<file path="config.mk">
export PLATFORM = sky130hd
export DESIGN_NAME = video_timing_ctrl
export DESIGN_NICKNAME = d
export VERILOG_FILES = /design/src/rtl/video_timing_ctrl.sv
export SDC_FILE = /design/constraint.sdc
export NUM_CORES = 1
export LEC_CHECK = 0
export ABC_AREA = 0
export BUFFER_PORTS_ARGS = -buffer_cell sky130_fd_sc_hd__buf_2
export CELL_PAD_IN_SITES_DETAIL_PLACEMENT = 0
export CELL_PAD_IN_SITES_GLOBAL_PLACEMENT = 1
export CORE_MARGIN = 2
export CORE_UTILIZATION = 30
export CTS_CLUSTER_SIZE = 14
export DETAILED_ROUTE_END_ITERATION = 6
export GPL_TIMING_DRIVEN = 0
export PLACE_DENSITY = 0.64
export SETUP_SLACK_MARGIN = 0.02
export SKIP_CTS_REPAIR_TIMING = 1
export SYNTH_ARGS = -nofsm -noshare
export SYNTH_HDL_FRONTEND = slang
export SYNTH_SLANG_ARGS = --single-unit
</file>
<file path="constraint.sdc">
create_clock -name video_CLK -period 2.3 [get_ports video_CLK]
set_input_delay 0.345 -clock video_CLK [delete_from_list [all_inputs] [get_ports video_CLK]]
set_output_delay 0.345 -clock video_CLK [all_outputs]
set_load 0.05 [all_outputs]
</file>
<file path="src/rtl/video_timing_ctrl.sv">
// Raster timing controller: sequences horizontal and vertical sync/porch/active
// periods on the pixel clock and decodes sync, blanking, coordinates and SOF.
module video_timing_ctrl #(
   parameter int H_DISP = 800,
   parameter int H_FP   = 40,
   parameter int H_SYNC = 48,
   parameter int H_BP   = 40,
   parameter int V_DISP = 480,
   parameter int V_FP   = 13,
   parameter int V_SYNC = 3,
   parameter int V_BP   = 29,
   localparam int XW    = $clog2(H_DISP),
   localparam int YW    = $clog2(V_DISP)
) (
   input  logic          video_CLK,
   input  logic          video_RST,
   input  logic          video_EN,
   output logic          video_HS,
   output logic          video_VS,
   output logic          video_BLANK,
   output logic [XW-1:0] video_X,
   output logic [YW-1:0] video_Y,
   output logic          video_SOF
);

   localparam int H_MAX_A = (H_DISP > H_FP) ? H_DISP : H_FP;
   localparam int H_MAX_B = (H_SYNC > H_BP) ? H_SYNC : H_BP;
   localparam int V_MAX_A = (V_DISP > V_FP) ? V_DISP : V_FP;
   localparam int V_MAX_B = (V_SYNC > V_BP) ? V_SYNC : V_BP;
   localparam int H_MAX   = (H_MAX_A > H_MAX_B) ? H_MAX_A : H_MAX_B;
   localparam int V_MAX   = (V_MAX_A > V_MAX_B) ? V_MAX_A : V_MAX_B;
   localparam int ALL_MAX = (H_MAX > V_MAX) ? H_MAX : V_MAX;
   localparam int CW      = $clog2(ALL_MAX);

   localparam logic [1:0] ST_SYNC = 2'd0;
   localparam logic [1:0] ST_BP   = 2'd1;
   localparam logic [1:0] ST_ACT  = 2'd2;
   localparam logic [1:0] ST_FP   = 2'd3;

   localparam logic [CW-1:0] H_SYNC_END = CW'(H_SYNC - 1);
   localparam logic [CW-1:0] H_BP_END   = CW'(H_BP - 1);
   localparam logic [CW-1:0] H_DISP_END = CW'(H_DISP - 1);
   localparam logic [CW-1:0] H_FP_END   = CW'(H_FP - 1);
   localparam logic [CW-1:0] V_SYNC_END = CW'(V_SYNC - 1);
   localparam logic [CW-1:0] V_BP_END   = CW'(V_BP - 1);
   localparam logic [CW-1:0] V_DISP_END = CW'(V_DISP - 1);
   localparam logic [CW-1:0] V_FP_END   = CW'(V_FP - 1);

   logic [1:0]    h_state;
   logic [1:0]    v_state;
   logic [CW-1:0] hcnt;
   logic [CW-1:0] vcnt;
   logic [CW-1:0] h_end;
   logic [CW-1:0] v_end;
   logic          h_last;
   logic          v_last;
   logic          line_end;
   logic          h_act;
   logic          v_act;

   always_comb begin
      h_end = H_SYNC_END;
      case (h_state)
         ST_SYNC: h_end = H_SYNC_END;
         ST_BP:   h_end = H_BP_END;
         ST_ACT:  h_end = H_DISP_END;
         ST_FP:   h_end = H_FP_END;
         default: h_end = H_SYNC_END;
      endcase
      v_end = V_SYNC_END;
      case (v_state)
         ST_SYNC: v_end = V_SYNC_END;
         ST_BP:   v_end = V_BP_END;
         ST_ACT:  v_end = V_DISP_END;
         ST_FP:   v_end = V_FP_END;
         default: v_end = V_SYNC_END;
      endcase
   end

   assign h_last   = (hcnt == h_end);
   assign v_last   = (vcnt == v_end);
   assign line_end = (h_state == ST_FP) && h_last;

   // Disabling behaves like reset: the next enable always restarts a fresh frame.
   always_ff @(posedge video_CLK) begin
      if (video_RST || !video_EN) begin
         h_state <= ST_SYNC;
         v_state <= ST_SYNC;
         hcnt    <= '0;
         vcnt    <= '0;
      end else begin
         if (h_last) begin
            hcnt    <= '0;
            h_state <= h_state + 2'd1;
         end else begin
            hcnt <= hcnt + CW'(1);
         end
         if (line_end) begin
            if (v_last) begin
               vcnt    <= '0;
               v_state <= v_state + 2'd1;
            end else begin
               vcnt <= vcnt + CW'(1);
            end
         end
      end
   end

   assign h_act = (h_state == ST_ACT);
   assign v_act = (v_state == ST_ACT);

   assign video_HS    = !(video_EN && (h_state == ST_SYNC));
   assign video_VS    = !(video_EN && (v_state == ST_SYNC));
   assign video_BLANK = !(video_EN && h_act && v_act);
   assign video_X     = (video_EN && h_act) ? hcnt[XW-1:0] : '0;
   assign video_Y     = (video_EN && v_act) ? vcnt[YW-1:0] : '0;
   assign video_SOF   = video_EN && (h_state == ST_SYNC) && (hcnt == '0) &&
                        (v_state == ST_SYNC) && (vcnt == '0);

endmodule

</file>
### After elaboration in Yosys (flattened, before gate mapping)

Index checks and enable logic that the tools add are counted.

| operators by class | value |
|---|---|
| $add $sub $neg | 4 |
| equal/unequal tests | 8 |
| muxes and demuxes | 5 |
| reduce and logical (&&, ||, !) cells | 21 |

Operator list:

| cell | number |
|---|---|
| 10-bit case mux with 4 select lines | 1 |
| 10-bit case mux with 3 select lines | 1 |
| 10-bit by 1-bit adder with 10-bit output (second input constant) | 2 |
| 10-bit equality test | 2 |
| 10-bit zero test | 2 |
| 10-bit 2-to-1 mux | 2 |
| 1-bit logical AND | 9 |
| 9-bit 2-to-1 mux | 1 |
| 2-bit equality test (second input constant) | 4 |
| 2-bit by 1-bit adder with 2-bit output (second input constant) | 2 |
| 2-bit by 1-bit equality test with 1-bit output (second input constant) | 2 |
| 1-bit zero test | 4 |
| 2-bit zero test | 2 |
| 2-bit OR reduction | 2 |
| 2-bit AND reduction | 1 |
| 1-bit logical OR | 1 |

| storage, ports and cells | value |
|---|---|
| bits in registers | 24 |
| input bits | 3 |
| output and inout port bits | 23 |
| logic and storage cells | 42 |

### Longest topological paths before layout

Gate-level depths: netlist of run 1.

| logic depth | value |
|---|---|
| word-level depth | 6 |
| gate-level depth with buffers | 8 |
| depth with buffers taken out | 7 |

### Least setup slack after synthesis of run 1

OpenSTA, ideal clock, no wires.

| path | value |
|---|---|
| path kind | reg-to-output |
| from | reg v_state[0] |
| to | out video_SOF |
| arrival | 2206 ps |
| data required time | 1955 ps |
| setup slack | -251 ps |
| stages on the path, launching flop included | 6 |
| buffers on the path | 0 |
| path through | dfxtp_1 inv_1 ha_1 or3b_2 or4_2 nor2_1 |

| on the way | value |
|---|---|
| cells in the longest elaborated chain, start to end | 3 |

Ends and longest elaborated chain:

| item | RTL line | RTL |
|---|---|---|
| start: declaration | 50 | `logic [1:0] v_state;` |
| start signal: assignment | 101 | `v_state <= v_state + 2'd1;` |
| 2-bit zero test | 118 | `(v_state == ST_SYNC) && (vcnt == '0);` |
| 1-bit logical AND | 117 | `assign video_SOF = video_EN && (h_state == ST_SYNC) && (hcnt == '0) &&` |
| 1-bit logical AND | 118 |  |
| end: declaration | 23 | `output logic video_SOF` |

Every way passes these cells.

### Worst setup path in the final report of run 1

| path | value |
|---|---|
| from | reg h_state[0] |
| to | reg vcnt[9] |

| on the way | value |
|---|---|
| cells in the longest elaborated chain, start to end | 5 |
| elaborated cells on any way between the ends | 8 |
| classes of those cells | eq/ne (4); mux (1); reduce/logical (3) |

Ends and longest elaborated chain:

| item | RTL line | RTL |
|---|---|---|
| start: declaration | 49 | `logic [1:0] h_state;` |
| start signal: assignment | 94 | `h_state <= h_state + 2'd1;` |
| 2-bit equality test or 2-bit by 1-bit equality test with 1-bit output (tied branches) | 63, 82 |  |
| 2-bit OR reduction (no line) | -- |  |
| 10-bit case mux with 3 select lines | 63 | `case (h_state)` |
| 10-bit equality test | 80 | `assign h_last = (hcnt == h_end);` |
| 1-bit logical AND (*) | 82 | `assign line_end = (h_state == ST_FP) && h_last;` |
| end signal: assignment | 103 | `vcnt <= vcnt + CW'(1);` |
| end: declaration | 52 | `logic [CW-1:0] vcnt;` |

Every way passes the cells marked *; elsewhere a longest branch is shown, timed or not. The select of a mux whose other input is x is not followed.
A chain may end at the register's enable or synchronous reset.

==> flow_metrics.env, run 1 <==
export IMPL_run_status="complete, but fails checks"
export IMPL_violated_checks="setup timing"
export IMPL_synthDominantAreaCellType="sky130_fd_sc_hd__dfxtp_1"
export IMPL_finish_utilization_pct=40.67
export IMPL_syn_to_final_growth_pct=31.96
export IMPL_routed_wirelength_microns=4303
export IMPL_top_achievable_clock_speed_mhz=432.1
export IMPL_numClockSinks=24
export IMPL_wire_length_per_cell_after_detailed_routing_microns=13.97
export IMPL_cts_root_buffer="sky130_fd_sc_hd__clkbuf_8"
export IMPL_report_final_hold_viol_count=0
export IMPL_holdPathEnd="hcnt[0]"
export IMPL_rsz0062_at_grt="yes"
export IMPL_floorplan_die_area_sq_um=5771
export IMPL_synth_edf_count=0
export IMPL_std_cell_rows=26
export IMPL_timing_final_crit_share_pct=100.6
export IMPL_final_critical_path_setup_slack_ps=-14.17
export IMPL_route_vias_total=1511
export IMPL_num_antenna_cells=0
export IMPL_detailedRoute_firstIterationViolations=46
export IMPL_cell_mode_on_critical_path="sky130_fd_sc_hd__or4_4"
export IMPL_synthesized_instance_count=197
export IMPL_avgViaCountPerCell=4.906
export IMPL_hold_path_stages=1
export IMPL_worst_setup_hold_path_clk_slew_ps=90
export IMPL_final_net_count=253
export IMPL_timing_critical_path_from_type="flop"
export IMPL_ys_warn_count=0
export IMPL_synth_async_reset_ratio_pct=0
export IMPL_ys_types=38
export IMPL_bufs_and_invs_on_worst_path=2
export IMPL_syn_nets=211
export IMPL_multiInputGateArea_sq_um=1074
export IMPL_max_slew_margin_pct=62.58
export IMPL_fillCellCount=532
export IMPL_critPathKind="reg -> reg"
export IMPL_synth_seq_area_share_pct=30.92
export IMPL_mappedNetlistArea_sq_um=1554
export IMPL_grt_first_pass_wirelength_microns=6306
export IMPL_regArea_sq_um=495.5
export IMPL_crit_path_max_fanout=5
export IMPL_drc=0
export IMPL_slew_viol_final=0
export IMPL_track_usage_pct=13.54
export IMPL_worst_slew_pin_transition_ps=560.0
export IMPL_timing_critical_path_slowest_cell_delay_ps=490
export IMPL_period_needed_ps=2314
export IMPL_timing_critical_path_cells="inv_4 > ha_4 > or4_4 > a2111oi_4 > buf_4 > nand2_4 > or4_4 > a21oi_2"
export IMPL_netlist_area_leader_share_pct=30.92
export IMPL_dominantRegCellSynth="sky130_fd_sc_hd__dfxtp_1"
export IMPL_ff2ff_setup_slack_ps=-10
export IMPL_htreeDepth=1
export IMPL_max_cap_viol_count=0
export IMPL_finalSetupTns_ps=-14.17
export IMPL_crit_family="simple AND/OR/NAND/NOR gates"
export IMPL_ir_drop_mv=0.1682
export IMPL_powerDensity_nw_per_um2=374.6
export IMPL_insertion_delay_ps=270
export IMPL_finClkSkew_ps=4.389
export IMPL_x_dimension_of_the_die_microns=75.97
export IMPL_cts_buffers_inserted=3
export IMPL_pin_count_of_the_biggest_net_entering_global_routing=14
export IMPL_die_h_microns=75.97
export IMPL_worstHoldStart="hcnt[0]"
export IMPL_synth_top_cells_by_area="sky130_fd_sc_hd__dfxtp_1 (31%), sky130_fd_sc_hd__ha_1 (8.9%), sky130_fd_sc_hd__and3_1 (8.1%), sky130_fd_sc_hd__nand3_1 (6.1%), sky130_fd_sc_hd__nor2_1 (4.6%)"
export IMPL_min_delay_path_class="reg -> reg"
export IMPL_1st_pass_router_iterations=4
export IMPL_rr_endpoint="vcnt[9]"
export IMPL_crit_slowest_cell="sky130_fd_sc_hd__or4_4"
export IMPL_drive_gt1_share_pct=31.09
export IMPL_floorplan_initialDensity_pct=30.82
export IMPL_grt_ovfl_total=0
export IMPL_coreArea_sq_um=5042
export IMPL_antenna_found_initial=0
export IMPL_mean_syn_cell_area_sq_um=7.888
export IMPL_routability_cong=0.7996
export IMPL_critical_path_endpoint_type="flop"
export IMPL_required_ps=2520
export IMPL_worst_reg2reg_path_startpoint="h_state[0]"
export IMPL_port_buffer_count=25
export IMPL_clock_tree_buffer_depth=2
export IMPL_worst_r2r_cell_count=8
export IMPL_p_leak_nw=0.8230
export IMPL_cts_tree="done"
export IMPL_worst_ep_arrival_time_ps=2530
export IMPL_setup_violations=1
export IMPL_postRouteAntennaNets=0
export IMPL_ys_ff_latch=24
export IMPL_place_hpwl_microns=3038
export IMPL_first_global_vias=1231
export IMPL_io_pin_count=26
## synth_stat cells (2+ instances only)
library cell,number
sky130_fd_sc_hd__nand2_1,17
sky130_fd_sc_hd__or4_1,3
sky130_fd_sc_hd__inv_1,12
sky130_fd_sc_hd__a2111oi_0,2
sky130_fd_sc_hd__xor2_1,4
sky130_fd_sc_hd__nand3_1,19
sky130_fd_sc_hd__clkbuf_1,6
sky130_fd_sc_hd__nor2_1,19
sky130_fd_sc_hd__xnor2_1,7
sky130_fd_sc_hd__ha_1,11
sky130_fd_sc_hd__or2_2,2
sky130_fd_sc_hd__a211oi_1,2
sky130_fd_sc_hd__nor3_1,4
sky130_fd_sc_hd__or3_1,4
sky130_fd_sc_hd__a21oi_1,10
sky130_fd_sc_hd__a31oi_1,5
sky130_fd_sc_hd__dfxtp_1,24
sky130_fd_sc_hd__o21ai_0,4
sky130_fd_sc_hd__nand4_1,2
sky130_fd_sc_hd__and3_1,20
sky130_fd_sc_hd__buf_6,3
## registers in the layout, indices dropped and copies added (netlist names)
signal and cells:
h_state 2, hcnt 10, v_state 2, vcnt 10
## cells by family (layout without fill, tap and decap cells)
family	count (synthesis)	after routing	share of synthesized area, %
adders and majority gates	11	11	8.857
xor gates and xnor gates	11	11	6.200
and+or+nand+nor	101	102	34.54
AOI/OAI and AO/OA	28	28	12.64
DFF	24	24	30.92
buffers and inverters	22	62	6.843
## worst max-delay path by stage
stage	start	endpoint	slack (ps)	cells after the start
5_1_grt	h_state[0]	vcnt[9]	-80	8
3_5_place_dp	v_state[0]	v_state[1]	-200	7
6_report	h_state[0]	vcnt[9]	-10	8
3_3_place_gp	hcnt[0]	vcnt[4]	-210	6
4_1_cts	v_state[0]	video_SOF	-400	6
2_1_floorplan	h_state[0]	vcnt[9]	9	7
## cell type report
class	instances	share of cell area [%]
inverters	12	2.441
multi-input cells	152	52.35
well taps	70	4.271
clock buffers	4	2.685
repair buffers	38	11.53
plain buffers	8	2.563
flip-flops and latches	24	24.16
## per-stage QoR
stage | setup slack (ps) | instance area [sq um] | power, mW | hold slack (ps) | std cells
2_1_floorplan | 8.969 | 1588 | 0.4609 | 439.0 | 197
3_3_place_gp | -214.7 | 1800 | 0.4756 | 461.1 | 292
3_5_place_dp | -197.5 | 1800 | 0.4753 | 464.0 | 292
4_1_cts | -396.3 | 1856 | 0.7834 | 478.2 | 296
5_1_grt | -84.85 | 2051 | 0.7993 | 496.9 | 308
6_report | -14.17 | 2051 | 0.7682 | 473.7 | 308
## report_power, final
part / internal (mW) / switching [mW] / total (mW)
combinational: 0.0157 / 0.0345 / 0.0503
sequential: 0.415 / 0.00308 / 0.418
clock: 0.153 / 0.147 / 0.300
## worst register-to-register path: stages (launching register included)
cell	delay, ps
sky130_fd_sc_hd__dfxtp_4	380
sky130_fd_sc_hd__inv_4	50
sky130_fd_sc_hd__ha_4	150
sky130_fd_sc_hd__or4_4	460
sky130_fd_sc_hd__a2111oi_4	340
sky130_fd_sc_hd__buf_4	210
sky130_fd_sc_hd__nand2_4	70
sky130_fd_sc_hd__or4_4	490
sky130_fd_sc_hd__a21oi_2	120
## routing by layer
metal  GRT usage, %  vias up  wire length [microns]
li1               -      781                      -
met4          5.273        0                     70
met1          19.57      698                   2232
met2          19.73       25                   1878
met5              0        -                      0
met3          2.725        7                    122
## cells in the final DEF, fill, tap and decap left out, types with 2 or more instances in the layout
| cell | instances |
|---|---|
| sky130_fd_sc_hd__nor2_1 | 18 |
| sky130_fd_sc_hd__dfxtp_4 | 3 |
| sky130_fd_sc_hd__or4_1 | 2 |
| sky130_fd_sc_hd__a21oi_1 | 9 |
| sky130_fd_sc_hd__ha_4 | 3 |
| sky130_fd_sc_hd__a2111oi_4 | 2 |
| sky130_fd_sc_hd__inv_4 | 2 |
| sky130_fd_sc_hd__clkbuf_8 | 4 |
| sky130_fd_sc_hd__ha_1 | 8 |
| sky130_fd_sc_hd__nand4_1 | 2 |
| sky130_fd_sc_hd__dfxtp_2 | 3 |
| sky130_fd_sc_hd__nor3_1 | 4 |
| sky130_fd_sc_hd__or3_1 | 4 |
| sky130_fd_sc_hd__o21ai_0 | 4 |
| sky130_fd_sc_hd__nand2_1 | 17 |
| sky130_fd_sc_hd__or2_2 | 2 |
| sky130_fd_sc_hd__a31oi_1 | 5 |
| sky130_fd_sc_hd__buf_6 | 4 |
| sky130_fd_sc_hd__xnor2_1 | 7 |
| sky130_fd_sc_hd__buf_2 | 24 |
| sky130_fd_sc_hd__and3_1 | 20 |
| sky130_fd_sc_hd__xor2_1 | 4 |
| sky130_fd_sc_hd__or4_4 | 3 |
| sky130_fd_sc_hd__buf_4 | 12 |
| sky130_fd_sc_hd__nand3_1 | 19 |
| sky130_fd_sc_hd__inv_1 | 9 |
| sky130_fd_sc_hd__clkbuf_1 | 5 |
| sky130_fd_sc_hd__dfxtp_1 | 18 |
Note: power is estimated with default switching activity, not from simulation.
==> run 2: changes to the inputs <==
Settings changed: CELL_PAD_IN_SITES_DETAIL_PLACEMENT 0 to not set, CELL_PAD_IN_SITES_GLOBAL_PLACEMENT 1 to not set, PLACE_DENSITY 0.64 to 0.51.
==> flow_metrics.env, run 2 (synthesized netlist as in run 1, its figures left out) <==
export IMPL_num_antenna_cells=0
export IMPL_drive_gt1_share_pct=27.97
export IMPL_track_usage_pct=13.89
export IMPL_bufs_and_invs_on_worst_path=1
export IMPL_ff2ff_setup_slack_ps=-0.2
export IMPL_critPathCapture="vcnt[9]"
export IMPL_fillCellCount=536
export IMPL_number_of_non_filler_instances_in_the_completed_layout=306
export IMPL_finalSetupTns_ps=-0.2325
export IMPL_worst_slew_pin_transition_ps=625.5
export IMPL_antenna_found_initial=0
export IMPL_x_dimension_of_the_die_microns=75.97
export IMPL_route_vias_total=1540
export IMPL_rr_endpoint="vcnt[9]"
export IMPL_syn_to_final_growth_pct=28.58
export IMPL_ir_drop_mv=0.1767
export IMPL_final_cell_area_sq_um=1998
export IMPL_finish_utilization_pct=39.63
export IMPL_timing_critical_path_cells="inv_4 > ha_4 > or4_4 > a2111oi_4 > nand2_2 > or4_1 > a21oi_1"
export IMPL_htreeDepth=1
export IMPL_grt_ovfl_total=0
export IMPL_grt_first_pass_wirelength_microns=6575
export IMPL_final_critical_path_setup_slack_ps=-0.2325
export IMPL_coreArea_sq_um=5042
export IMPL_setup_worst_path_start="h_state[0]"
export IMPL_pin_count_of_the_biggest_net_entering_global_routing=13
export IMPL_violated_checks="setup timing"
export IMPL_place_area_sq_um=1800
export IMPL_timing_final_crit_share_pct=100.0
export IMPL_min_delay_path_class="reg -> reg"
export IMPL_max_slew_margin_pct=57.22
export IMPL_detailedRoute_firstIterationViolations=87
export IMPL_first_global_vias=1329
export IMPL_worst_ep_arrival_time_ps=2500
export IMPL_place_inst=292
export IMPL_crit_family="simple AND/OR/NAND/NOR gates"
export IMPL_slew_viol_final=0
export IMPL_pre_cts_ws_ps=-200.7
export IMPL_run_status="complete, but fails checks"
export IMPL_met1_usage_pct=20.00
export IMPL_io_pin_count=26
export IMPL_crit_slowest_cell="sky130_fd_sc_hd__or4_1"
export IMPL_postRouteAntennaNets=0
export IMPL_port_buffer_count=25
export IMPL_worst_reg2reg_path_startpoint="h_state[0]"
export IMPL_mostFrequentLayoutCells="sky130_fd_sc_hd__buf_2 (24), sky130_fd_sc_hd__and3_1 (20), sky130_fd_sc_hd__nand3_1 (19), sky130_fd_sc_hd__dfxtp_1 (19), sky130_fd_sc_hd__nor2_1 (18)"
export IMPL_critPathKind="reg -> reg"
export IMPL_place_hpwl_microns=2980
export IMPL_busiest_layer="met2"
export IMPL_routed_wirelength_microns=4140
export IMPL_timing_critical_path_slowest_cell_delay_ps=490
export IMPL_critical_path_endpoint_type="flop"
export IMPL_setup_violations=1
export IMPL_report_final_hold_viol_count=0
export IMPL_worst_r2r_cell_count=7
export IMPL_layout_cells_most_common="sky130_fd_sc_hd__buf_2"
export IMPL_grt_use_met3_pct=2.488
export IMPL_top_achievable_clock_speed_mhz=434.7
export IMPL_worst_setup_hold_path_clk_slew_ps=80
export IMPL_routability_cong=0.8837
export IMPL_required_ps=2500
export IMPL_avgViaCountPerCell=5.033
export IMPL_crit_path_max_fanout=5
export IMPL_1st_pass_router_iterations=5
export IMPL_floorplan_initialDensity_pct=30.82
export IMPL_rsz0062_at_grt="yes"
export IMPL_numClockSinks=24
export IMPL_die_h_microns=75.97
export IMPL_std_cell_rows=26
export IMPL_max_cap_viol_count=0
export IMPL_drc=0
export IMPL_floorplan_die_area_sq_um=5771
export IMPL_period_needed_ps=2300
export IMPL_cts_tree="done"
export IMPL_top_regs="hcnt: 10 flops, vcnt: 10 flops"
export IMPL_logic_depth_of_the_worst_setup_path_including_buffers=7
export IMPL_timing_critical_path_from_type="flop"
export IMPL_wire_length_per_cell_after_detailed_routing_microns=13.53
export IMPL_p_leak_nw=0.7820
export IMPL_cts_root_buffer="sky130_fd_sc_hd__clkbuf_8"
export IMPL_insertion_delay_ps=270
export IMPL_finClkSkew_ps=5.131
export IMPL_use_met2_pct=20.71
export IMPL_clock_tree_buffer_depth=2
export IMPL_final_net_count=252
export IMPL_powerDensity_nw_per_um2=359.4
export IMPL_cts_buffers_inserted=3
==> run 2: metal layers <==
metal | part of all wire (%) | routed length (microns)
met5 | 0 | 0
met3 | 4.6 | 190
met1 | 49 | 2043
met2 | 44 | 1838
met4 | 1.6 | 68
==> run 2: worst min path at each step <==
| stage | endpoint | cells past startpoint | startpoint |
|---|---|---|---|
| detailed placement | v_state[0] | 2 | v_state[0] |
| CTS | v_state[0] | 2 | v_state[0] |
| finish | hcnt[0] | 1 | hcnt[0] |
| global route | hcnt[0] | 1 | hcnt[0] |
| floorplan | hcnt[0] | 1 | hcnt[0] |
| global placement | v_state[0] | 2 | v_state[0] |
==> run 2: per-stage QoR <==
step	hold slack [ps]	power [mW]
6_report	462.8	0.7181
5_1_grt	476.5	0.7548
4_1_cts	479.4	0.7324
3_5_place_dp	466.8	0.4750
3_3_place_gp	461.4	0.4756
2_1_floorplan	439.0	0.4609
==> run 2: area by class of cell <==
class	instances	area, sq um	share of cell area [%]
Tap cell	70	87.58	4.383
Sequential cell	24	494.2	24.73
Buffer	9	56.30	2.818
Multi-Input combinational cell	152	1050	52.54
Inverter	12	47.55	2.379
Clock buffer	3	41.29	2.066
Timing Repair Buffer	36	221.5	11.08
==> run 2: worst reg2reg max path: stages (launching register included) <==
cell                        delay [ps]
sky130_fd_sc_hd__dfxtp_4           370
sky130_fd_sc_hd__inv_4              50
sky130_fd_sc_hd__ha_4              150
sky130_fd_sc_hd__or4_4             470
sky130_fd_sc_hd__a2111oi_4         430
sky130_fd_sc_hd__nand2_2           160
sky130_fd_sc_hd__or4_1             490
sky130_fd_sc_hd__a21oi_1           130
==> run 2: power by group <==
| group | switching [mW] | leakage [nW] | internal, mW | total, mW |
|---|---|---|---|---|
| sequential | 0.00275 | 0.197 | 0.414 | 0.417 |
| clock | 0.133 | 0.0216 | 0.117 | 0.251 |
| combinational | 0.0345 | 0.564 | 0.0159 | 0.0504 |
| total | 0.170 | 0.782 | 0.548 | 0.718 |
==> run 3: changes to the inputs <==
Settings changed: CTS_CLUSTER_DIAMETER set to 100, PLACE_DENSITY 0.51 to 0.6.
==> flow_metrics.env, run 3 (synthesized netlist as in run 1, its figures left out) <==
export IMPL_syn_to_final_growth_pct=30.52
export IMPL_slew_viol_final=0
export IMPL_setup_violations=0
export IMPL_grt_use_met3_pct=1.422
export IMPL_place_hpwl_microns=2876
export IMPL_critical_path_endpoint_type="output port"
export IMPL_worst_slew_pin_transition_ps=531.0
export IMPL_worst_setup_hold_path_clk_slew_ps=90
export IMPL_1st_pass_router_iterations=4
export IMPL_detailedRoute_firstIterationViolations=70
export IMPL_required_ps=1960
export IMPL_cts_buffers_inserted=3
export IMPL_regArea_sq_um=494.2
export IMPL_top_achievable_clock_speed_mhz=443.3
export IMPL_worstHoldStart="hcnt[0]"
export IMPL_hold_slack_ps=461.5
export IMPL_report_final_hold_viol_count=0
export IMPL_layout_cells_most_common="sky130_fd_sc_hd__buf_2"
export IMPL_numClockSinks=24
export IMPL_timing_final_crit_share_pct=98.09
export IMPL_die_h_microns=75.97
export IMPL_floorplan_die_area_sq_um=5771
export IMPL_insertion_delay_ps=280
export IMPL_port_buffer_count=25
export IMPL_busiest_layer="met2"
export IMPL_number_of_non_filler_instances_in_the_completed_layout=308
export IMPL_first_global_vias=1401
export IMPL_setup_worst_path_start="v_state[0]"
export IMPL_max_slew_margin_pct=64.35
export IMPL_use_met2_pct=21.70
export IMPL_hold_path_stages=1
export IMPL_max_cap_viol_count=0
export IMPL_critPathKind="reg -> out"
export IMPL_multiInputGateArea_sq_um=1054
export IMPL_fillCellCount=513
export IMPL_top_regs="hcnt: 10 flops, vcnt: 10 flops"
export IMPL_worst_ep_arrival_time_ps=1910
export IMPL_powerDensity_nw_per_um2=358.1
export IMPL_rr_endpoint="vcnt[5]"
export IMPL_cts_tree="done"
export IMPL_min_delay_path_class="reg -> reg"
export IMPL_avgViaCountPerCell=4.948
export IMPL_place_inst=292
export IMPL_run_status="finished, final reports clean"
export IMPL_worst_r2r_cell_count=7
export IMPL_crit_path_max_fanout=4
export IMPL_wire_length_per_cell_after_detailed_routing_microns=13.46
export IMPL_ff2ff_setup_slack_ps=70
export IMPL_holdPathEnd="hcnt[0]"
export IMPL_period_needed_ps=2256
export IMPL_drc=0
export IMPL_x_dimension_of_the_die_microns=75.97
export IMPL_timing_critical_path_from_type="flop"
export IMPL_std_cell_rows=26
export IMPL_grt_ovfl_total=0
export IMPL_final_net_count=254
export IMPL_rsz0062_at_grt="yes"
export IMPL_htreeDepth=1
export IMPL_routed_wirelength_microns=4147
export IMPL_met1_usage_pct=18.32
export IMPL_io_pin_count=26
export IMPL_coreArea_sq_um=5042
export IMPL_ir_drop_mv=0.1997
export IMPL_routability_cong=0.8695
export IMPL_pin_count_of_the_biggest_net_entering_global_routing=13
export IMPL_pre_cts_ws_ps=-165.0
export IMPL_cts_root_buffer="sky130_fd_sc_hd__clkbuf_8"
export IMPL_clock_tree_buffer_depth=2
export IMPL_finalSetupTns_ps=0
export IMPL_track_usage_pct=13.71
export IMPL_postRouteAntennaNets=0
export IMPL_route_vias_total=1524
export IMPL_drive_gt1_share_pct=31.09
export IMPL_antenna_found_initial=0
export IMPL_p_leak_nw=0.8024
export IMPL_finClkSkew_ps=6.634
export IMPL_floorplan_initialDensity_pct=30.82
export IMPL_final_critical_path_setup_slack_ps=43.99
export IMPL_mostFrequentLayoutCells="sky130_fd_sc_hd__buf_2 (24), sky130_fd_sc_hd__and3_1 (20), sky130_fd_sc_hd__nand3_1 (18), sky130_fd_sc_hd__nor2_1 (18), sky130_fd_sc_hd__dfxtp_1 (17)"
export IMPL_num_antenna_cells=0
export IMPL_worst_reg2reg_path_startpoint="hcnt[0]"
export IMPL_grt_first_pass_wirelength_microns=6499
run 3: cell types whose count changed in the layout (fill, tap and decap cells not counted), moves of 2 or more:
cell,previous run,this run
sky130_fd_sc_hd__buf_4,10,13
sky130_fd_sc_hd__dfxtp_2,2,5
sky130_fd_sc_hd__buf_6,4,6
sky130_fd_sc_hd__dfxtp_1,19,17
run 3: critical path: stages, from the launching register on:
cell	delay, ps
sky130_fd_sc_hd__dfxtp_2	340
sky130_fd_sc_hd__inv_4	70
sky130_fd_sc_hd__ha_4	130
sky130_fd_sc_hd__or3b_4	390
sky130_fd_sc_hd__or4_4	440
sky130_fd_sc_hd__nor2_4	90
sky130_fd_sc_hd__buf_6	160
run 3: report_power, final:
| part | internal (mW) | switching (mW) |
|---|---|---|
| logic | 0.0148 | 0.0337 |
| clock network | 0.118 | 0.142 |
| registers | 0.416 | 0.00265 |
| total | 0.548 | 0.178 |
run 3: worst max-delay path by stage:
stage,slack (ps),to
2_1_floorplan,9,vcnt[9]
5_1_grt,-20,vcnt[6]
4_1_cts,-400,video_SOF
6_report,40,video_SOF
3_3_place_gp,-170,vcnt[9]
3_5_place_dp,-170,vcnt[4]
run 3: layout make-up:
class / instances / share of cell area [%]
Buffer: 8 / 2.591
Clock buffer: 3 / 2.036
Inverter: 12 / 2.344
Multi-Input combinational cell: 151 / 51.94
Sequential cell: 24 / 24.37
Tap cell: 70 / 4.318
Timing Repair Buffer: 40 / 12.40
run 3: per-stage QoR:
step	total power [mW]	utilization, %	instance area [sq um]
after floorplan	0.4609	-	1588
after global placement	0.4746	35.71	1800
after detailed placement	0.4750	35.71	1800
after CTS	0.7287	36.53	1842
after global routing	0.7459	40.22	2028
final	0.7263	40.22	2028
run 3: metal layers:
metal	part of all wire, %	wire, microns	vias to the layer above
met3	4.2	173	5
met5	0	0	-
met2	47	1959	31
li1	-	-	778
met1	47	1937	710
met4	1.8	76	0
